==> config.mk <==
export PLATFORM = sky130hd
export DESIGN_NAME = smag_addsub_pipe
export DESIGN_NICKNAME = d
export VERILOG_FILES = /design/src/rtl/smag_addsub_pipe.sv
export SDC_FILE = /design/constraint.sdc
export NUM_CORES = 1
export LEC_CHECK = 0
export ABC_AREA = 1
export BUFFER_PORTS_ARGS = -buffer_cell sky130_fd_sc_hd__buf_2
export CAP_MARGIN = 10
export CORE_ASPECT_RATIO = 1.4
export CORE_MARGIN = 10
export CORE_UTILIZATION = 44
export CTS_BUF_LIST = sky130_fd_sc_hd__clkbuf_2 sky130_fd_sc_hd__clkbuf_4 sky130_fd_sc_hd__clkbuf_8
export DETAILED_ROUTE_END_ITERATION = 16
export GPL_TIMING_DRIVEN = 0
export SETUP_SLACK_MARGIN = 0.05
export SLEW_MARGIN = 20
export SYNTH_ARGS = -nofsm -noshare
export SYNTH_HDL_FRONTEND = slang
export SYNTH_SLANG_ARGS = --single-unit
==> constraint.sdc <==
create_clock -name clk -period 4.1 [get_ports clk]
set_input_delay 0.205 -clock clk [delete_from_list [all_inputs] [get_ports clk]]
set_output_delay 0.205 -clock clk [all_outputs]
set_load 0.05 [all_outputs]
==> src/rtl/smag_addsub_pipe.sv <==
// Pipelined sign-magnitude ADD/SUB for MIX words with accumulator operand and sticky
// overflow toggle; valid/ready on input and output so downstream stalls back-pressure.
module smag_addsub_pipe #(
  parameter int MAG_W   = 30,
  parameter int LATENCY = 2
) (
  input  logic             clk,
  input  logic             rst_n,
  input  logic             in_valid,
  output logic             in_ready,
  input  logic [MAG_W:0]   a,
  input  logic [MAG_W:0]   b,
  input  logic             op,
  input  logic             acc_use,
  input  logic             acc_wr,
  output logic             out_valid,
  input  logic             out_ready,
  output logic [MAG_W:0]   result,
  output logic             ovf,
  output logic [MAG_W:0]   acc,
  output logic             ovf_toggle,
  input  logic             ovf_clr
);

  // Handshake: a transfer happens on a rising edge where valid and ready are both high;
  // the producer holds its payload steady until then, and ready never waits on valid.

  logic [LATENCY-1:0] st_valid;
  logic [LATENCY-1:0] st_ovf;
  logic [LATENCY-1:0] st_accwr;
  logic [MAG_W:0]     st_res [LATENCY];
  logic [LATENCY-1:0] ld;

  logic               sa;
  logic               sb;
  logic [MAG_W-1:0]   ma;
  logic [MAG_W-1:0]   mb;
  logic [MAG_W:0]     sum;
  logic [MAG_W:0]     a_eff;
  logic [MAG_W:0]     calc_res;
  logic               calc_ovf;
  logic               acc_pend;
  logic               accept;
  logic               out_hs;
  logic               all_full;

  // Stage-1 arithmetic; equal magnitudes of opposite sign give zero with A's sign.
  always_comb begin
    a_eff    = acc_use ? acc : a;
    sa       = a_eff[MAG_W];
    sb       = b[MAG_W] ^ op;
    ma       = a_eff[MAG_W-1:0];
    mb       = b[MAG_W-1:0];
    sum      = {1'b0, ma} + {1'b0, mb};
    calc_res = '0;
    calc_ovf = 1'b0;
    if (sa == sb) begin
      calc_res = {sa, sum[MAG_W-1:0]};
      calc_ovf = sum[MAG_W];
    end else if (ma >= mb) begin
      calc_res = {sa, ma - mb};
    end else begin
      calc_res = {sb, mb - ma};
    end
  end

  // A stage may load when it, or any stage downstream of it, has room to move.
  always_comb begin
    all_full = 1'b1;
    ld       = '0;
    for (int k = LATENCY - 1; k >= 0; k--) begin
      all_full = all_full & st_valid[k];
      ld[k]    = out_ready | ~all_full;
    end
  end

  assign acc_pend  = |(st_valid & st_accwr);
  assign in_ready  = ld[0] & ~(acc_use & acc_pend);
  assign accept    = in_valid & in_ready;
  assign out_valid = st_valid[LATENCY-1];
  assign result    = st_res[LATENCY-1];
  assign ovf       = st_ovf[LATENCY-1];
  assign out_hs    = out_valid & out_ready;

  always_ff @(posedge clk or negedge rst_n) begin
    if (!rst_n) begin
      st_valid <= '0;
      st_ovf   <= '0;
      st_accwr <= '0;
      for (int k = 0; k < LATENCY; k++) st_res[k] <= '0;
    end else begin
      if (ld[0]) begin
        st_valid[0] <= accept;
        st_res[0]   <= calc_res;
        st_ovf[0]   <= calc_ovf;
        st_accwr[0] <= acc_wr;
      end
      for (int k = 1; k < LATENCY; k++) begin
        if (ld[k]) begin
          st_valid[k] <= st_valid[k-1];
          st_res[k]   <= st_res[k-1];
          st_ovf[k]   <= st_ovf[k-1];
          st_accwr[k] <= st_accwr[k-1];
        end
      end
    end
  end

  // Accumulator and toggle commit only when a result leaves, so a reset discards
  // in-flight work without partial side effects; a set beats a same-cycle clear.
  always_ff @(posedge clk or negedge rst_n) begin
    if (!rst_n) begin
      acc        <= '0;
      ovf_toggle <= 1'b0;
    end else begin
      if (out_hs && st_accwr[LATENCY-1]) acc <= result;
      if (out_hs && ovf)                 ovf_toggle <= 1'b1;
      else if (ovf_clr)                  ovf_toggle <= 1'b0;
    end
  end

endmodule

==> impl_metrics.tcl, run 1 <==
set metrics [dict create \
    synth.yosys.warnings 0 \
    drc 0 \
    track_usage_pct 25.8 \
    cap_violations 0 \
    row_count 69 \
    die_w_microns 156 \
    startpoint_type "register" \
    synth_top_family_by_area "simple AND/OR/NAND/NOR gates" \
    synthFlopType "dfrtp_1" \
    htreeDepth 3 \
    synth.area.top_cells "dfrtp_1 22%, nand2_1 20%, ha_1 11%" \
    drt_iter0_markers 725 \
    diodes 0 \
    path_clk_slew_ps 90 \
    first_global_vias 11700 \
    clockBufferDepth 2 \
    period_share_pct 86.7 \
    rsz0062_at_grt "false" \
    synthXorXnorAreaFrac_pct 2.53 \
    yosysSeqAreaShare_pct 22.0 \
    yosysTopAreaCell "dfrtp_1" \
    end_kind "register" \
    core_sq_mm 0.0255 \
    dr.pass1.iters 5 \
    setup_tns_ps 0 \
    path_class "reg -> reg" \
    place_ws_ps 240 \
    relSlewSlack_pct 36.6 \
    synth-simple-area-share_pct 36.2 \
    synth.distinct_cells 42 \
    die_h_microns 210 \
    synth_fa_ha_area_share_pct 11.1 \
    grt_pass1_wl_mm 65.6 \
    grt_max_degree 70 \
    worst_slew_pin_slew_ps 941 \
    viasPerCell 5.12 \
    syn-instance-count 1864 \
    place.gp.congestion 1.02 \
    die_area_sq_mm 0.0328 \
    worstSkewPairLatency_ps 370 \
    cts_root_buf "clkbuf_8" \
    finalMaxSlewViolations 0 \
    cts_buffers 9 \
    hp-class "in -> reg" \
    p_leak_uw 0.00733 \
    ys_seq_elements 100 \
    dp_hpwl_mm 37.6 \
    skew_ps 17.9 \
    synth_edf_count 0 \
    syn_avg_cell_area_sq_um 6.10 \
    run_status "finished clean" \
    ir_worst_vdd_uv 217 \
    synth_top_area_share_pct 22.0 \
    cp.required_ps 4400 \
    final_common_cell "nand2_1" \
    syn_to_final_growth_pct 11.4 \
    start_util_pct 44.7 \
    hold_viol 0 \
    power_density_mw_per_mm2 656 \
    setup_viol_count_final 0 \
    synthMuxAreaShare_pct 0.121 \
    final_nets 2181 \
    arrival_ps 3850 \
    critical_path.max_fanout 10 \
    num_vias 12000 \
    antenna_found_initial 0 \
    overflow 0 \
    synth_fp_nets 2033 \
    synth_compound_area_share_pct 12.2 \
    cts_tree "built" \
    layout-drive-gt1-share_pct 15.5 \
    ant_nets 0 \
    async_reset_ff_share_pct 100 \
    syn-cell-area_sq_mm 0.0114 \
    fmax_ghz 0.281 \
    layout_common_cells "601 x nand2_1, 298 x inv_1, 152 x nand3_1, 144 x buf_2, 125 x o21ai_0" \
    io-pin-count 136 \
    wl_per_cell_microns 18.6 \
    drt_wl_total_mm 43.5 \
    setup_slack_ps 545 \
    period_minus_slack_ps 3550 \
    cts.sinks 100 \
    port_buffers 135 \
]
where the power goes:
group          switching (uW)  leakage [uW]  internal (uW)  total (uW)
registers                 292       0.00122           1460        1750
logic                    4240       0.00603           1740        5980
clock network             340     0.0000786            235         575
total                    4880       0.00733           3440        8310
routing by layer:
layer  up-vias  wire length, microns  part of all wire, %  GRT usage (%)
li1       6049                     -                    -              -
met1      5520                 18700                   43           31.8
met2       332                 21000                   48           44.6
met3        69                  2110                  4.8           2.87
met4         0                  1740                  4.0           10.8
met5         -                     0                    0              0
area by class of cell:
type | instances | area [sq um]
well taps | 319 | 399
flip-flops and latches | 100 | 2500
inverters | 320 | 1200
clock buffers | 11 | 139
clock inverters | 5 | 38.8
fillers | 2820 | 12800
multi-input cells | 1355 | 7070
plain buffers | 89 | 606
repair buffers | 137 | 719
what timing repair did:
action	4_1_cts	5_1_grt
resized for setup	0	0
endpoints found under the setup margin	0	0
hold endpoints to repair	31	0
hold buffers	1	0
buffers inserted	0	0
metrics by stage:
stage	cell area [sq um]	instances	hold WS (ps)	util, %	total power [uW]
6_report	12700	2336	24.7	49.8	8310
5_1_grt	12700	2336	34.2	49.8	8930
4_1_cts	12700	2336	17.8	49.8	8280
3_5_place_dp	12500	2319	105	49.0	7690
3_3_place_gp	12500	2318	405	48.9	7650
2_1_floorplan	11400	1864	-90.6	-	5980
sequential cells by signal, summed over array words and instances, names as in the netlist:
signal and count:
acc 31, ovf_toggle 1, result 31, st_accwr 2, st_ovf 2, st_res 31
st_valid 2
critical path, cell delays in order, from the launching register on:
cell and delay (ps):
dfrtp_1 400, or2_2 290, o21ai_0 310, inv_1 190, ha_1 340, buf_2 250
nand2_1 170, nor2_1 290, nand2_1 280, nor2_1 200, nand2_1 180, nand3_1 130
nand2_1 50, nand3_1 80, nand3_1 130, nand2_1 90, nand2_1 50, nand2_1 50
logic make-up (layout without fill, tap and decap cells):
| kind of cell | count (synthesis) | count (layout) |
|---|---|---|
| AOI/OAI and AO/OA | 259 | 259 |
| xor gates and xnor gates | 32 | 32 |
| adders and majority gates | 99 | 99 |
| buffers and inverters | 409 | 562 |
| DFF | 100 | 100 |
| muxes | 1 | 1 |
| and+or+nand+nor | 964 | 964 |
cell usage after synthesis, types with 8 or more instances:
library cell and n:
nand3_1 152, ha_1 96, a21oi_1 93, buf_2 10
nand4_1 17, clkbuf_1 24, nand2_1 601, buf_6 14
o21bai_1 8, inv_2 20, o21ai_0 125, xor2_1 28
buf_4 41, o21ai_1 10, or2_2 31, nor2_2 8
inv_1 298, nand2_2 11, nor2_1 116, dfrtp_1 100
nor3_1 10
final timing paths:
kind                            start          to  slack [ps]  cells after the start
min                           ovf_clr  ovf_toggle          20                      2
min in group asynchronous       rst_n      acc[4]         270                      2
min reg2reg                st_res[50]  st_res[50]         480                      2
max in group asynchronous       rst_n  st_res[50]        3170                      3
max reg2reg                   acc[14]  st_res[52]         550                     17
max                           acc[14]  st_res[52]         550                     17
No activity file was read; power rests on OpenSTA's default activity.
==> run 2, diff against run 1 <==
- CTS_BUF_LIST: sky130_fd_sc_hd__clkbuf_2 sky130_fd_sc_hd__clkbuf_4 sky130_fd_sc_hd__clkbuf_8 -> sky130_fd_sc_hd__clkbuf_8
==> run 2 against run 1 <==
Net effect: sequential share of layout area is essentially flat; die area is the same; cell count is the same; clock power shrank 3.7%; combinational power is essentially flat; register-to-register slack is essentially flat; via count shrank 0.13%; flip-flop and latch count is the same; critical path depth is the same; critical endpoint unchanged; global-route usage is essentially flat.
==> impl_metrics.tcl, run 2 (same netlist as run 1, synthesis figures left out) <==
set metrics [dict create \
    slowest_stage "dfrtp_1" \
    post_cts_buffers 0 \
    met1_usage_pct 31.8 \
    die_h_microns 210 \
    cts_tree "built" \
    r2r_cells 17 \
    layout-drive-gt1-share_pct 15.4 \
    antenna_found_initial 0 \
    met3_usage_pct 2.87 \
    comb_power_share_pct 72.2 \
    overflow 0 \
    die_area_sq_mm 0.0328 \
    place.gp.congestion 1.02 \
    grt_pass1_wl_mm 65.6 \
    cts_buffers 9 \
    p_leak_uw 0.00733 \
    busiest_layer "met2" \
    die_w_microns 156 \
    rsz0062_at_grt "false" \
    intPower_uw 3420 \
    grtUsageMet2_pct 44.5 \
    worst_slew_pin_slew_ps 913 \
    critical_path.max_fanout 10 \
    p_clk_share_pct 6.7 \
    drc 0 \
    final_common_cell "nand2_1" \
    diodes 0 \
    num-fill-cells 2820 \
    htreeDepth 3 \
    startpoint_type "register" \
    cp.required_ps 4400 \
    setup_tns_ps 0 \
    track_usage_pct 25.8 \
    path_buf_inv 2 \
    viasPerCell 5.12 \
    worstSkewPairLatency_ps 370 \
    switching_share_pct 58.7 \
    fin_worst_hold_slack_ps 25.7 \
    period_minus_slack_ps 3560 \
    rr_endpoint "st_res[52]" \
    drt_wl_total_mm 43.5 \
    core_sq_mm 0.0255 \
    ir_worst_vdd_uv 217 \
    dp_hpwl_mm 37.6 \
    power_density_mw_per_mm2 654 \
    hp-class "in -> reg" \
    setup_viol_count_final 0 \
    cts.sinks 100 \
    drt_iter0_markers 722 \
    hold_depth 2 \
    cp_top_family "simple AND/OR/NAND/NOR gates" \
    reg2reg_from "acc[14]" \
    start_util_pct 44.7 \
    io-pin-count 136 \
    hold_viol 0 \
    postCtsHoldBufs 1 \
    run_status "finished clean" \
    syn_to_final_growth_pct 11.3 \
    fmax_ghz 0.281 \
    port_buffers 135 \
    grt_max_degree 70 \
    hold_end "ovf_toggle" \
    cap_violations 0 \
    p_switching_uw 4870 \
    path_class "reg -> reg" \
    finalMaxSlewViolations 0 \
    cts_root_buf "clkbuf_8" \
    path_clk_slew_ps 90 \
    layout_common_cells "601 x nand2_1, 300 x inv_1, 152 x nand3_1, 144 x buf_2, 125 x o21ai_0" \
    dr.pass1.iters 5 \
    end_kind "register" \
    slowest_delay_ps 400 \
    seq_power_share_pct 21.2 \
    relSlewSlack_pct 38.5 \
    final_nets 2181 \
    ant_nets 0 \
    row_count 69 \
    skew_ps 17.7 \
    wl_per_cell_microns 18.6 \
    arrival_ps 3860 \
    clockBufferDepth 2 \
    min_from "ovf_clr" \
    critical_path.cell_chain "or2_2 > o21ai_0 > inv_1 > ha_1 > buf_2 > nand2_1 > nor2_1 > nand2_1 > nor2_1 > nand2_1 > nand3_1 > nand2_1 > nand3_1 > nand3_1 > nand2_1 > nand2_1 > nand2_1" \
    cts_resized 0 \
    first_global_vias 11700 \
    num_vias 12000 \
    reg2reg_slack_ps 540 \
    path_common_cell "nand2_1" \
    period_share_pct 86.8 \
]
==> run 2: cell count changes in the layout (fill, tap and decap cells not counted) <==
cell and change:
inv_1 +2, clkbuf_4 -2
==> run 2: power by group through the flow <==
stage / registers [uW] / clock network (uW) / logic (uW)
2_1_floorplan: 2230 / 0 / 3750
3_3_place_gp: 1760 / 0 / 5890
5_1_grt: 1820 / 606 / 6490
3_5_place_dp: 1770 / 0 / 5920
6_report: 1750 / 554 / 5980
4_1_cts: 1750 / 569 / 5940
==> run 2: final cells by class <==
class | instances | area, sq um | area share (%)
inverter | 320 | 1200 | 9.48
clock buffer | 9 | 124 | 0.978
clock inverter | 7 | 46.3 | 0.365
timing repair buffer | 137 | 719 | 5.68
multi-input combinational | 1355 | 7070 | 55.8
tap | 319 | 399 | 3.15
buffer | 89 | 606 | 4.78
sequential | 100 | 2500 | 19.8
==> run 2: per-layer routing <==
| layer | vias up | part of all wire [%] |
|---|---|---|
| met5 | - | 0 |
| met4 | 0 | 4.1 |
| met3 | 71 | 5.7 |
| met2 | 351 | 48 |
| met1 | 5488 | 42 |
| li1 | 6045 | - |
==> run 2: stage by stage <==
stage | power, uW | setup WS [ps] | instances | instance area, sq um | utilization [%]
5_1_grt | 8910 | 232 | 2336 | 12700 | 49.7
3_3_place_gp | 7650 | 276 | 2318 | 12500 | 48.9
6_report | 8290 | 543 | 2336 | 12700 | 49.7
3_5_place_dp | 7690 | 240 | 2319 | 12500 | 49.0
4_1_cts | 8260 | 633 | 2336 | 12700 | 49.7
2_1_floorplan | 5980 | 1320 | 1864 | 11400 | -
==> run 2: how the worst max path moves through the flow <==
stage                     startpoint    endpoint  slack (ps)  cells after the start
after floorplan               acc[1]  st_res[60]        1320                     16
after global placement       acc_use  st_res[46]         280                     17
after detailed placement     acc_use  st_res[46]         240                     17
after CTS                    acc[22]  st_res[56]         630                     17
after global routing         acc_use  st_res[52]         230                     18
final                        acc[14]  st_res[52]         540                     17
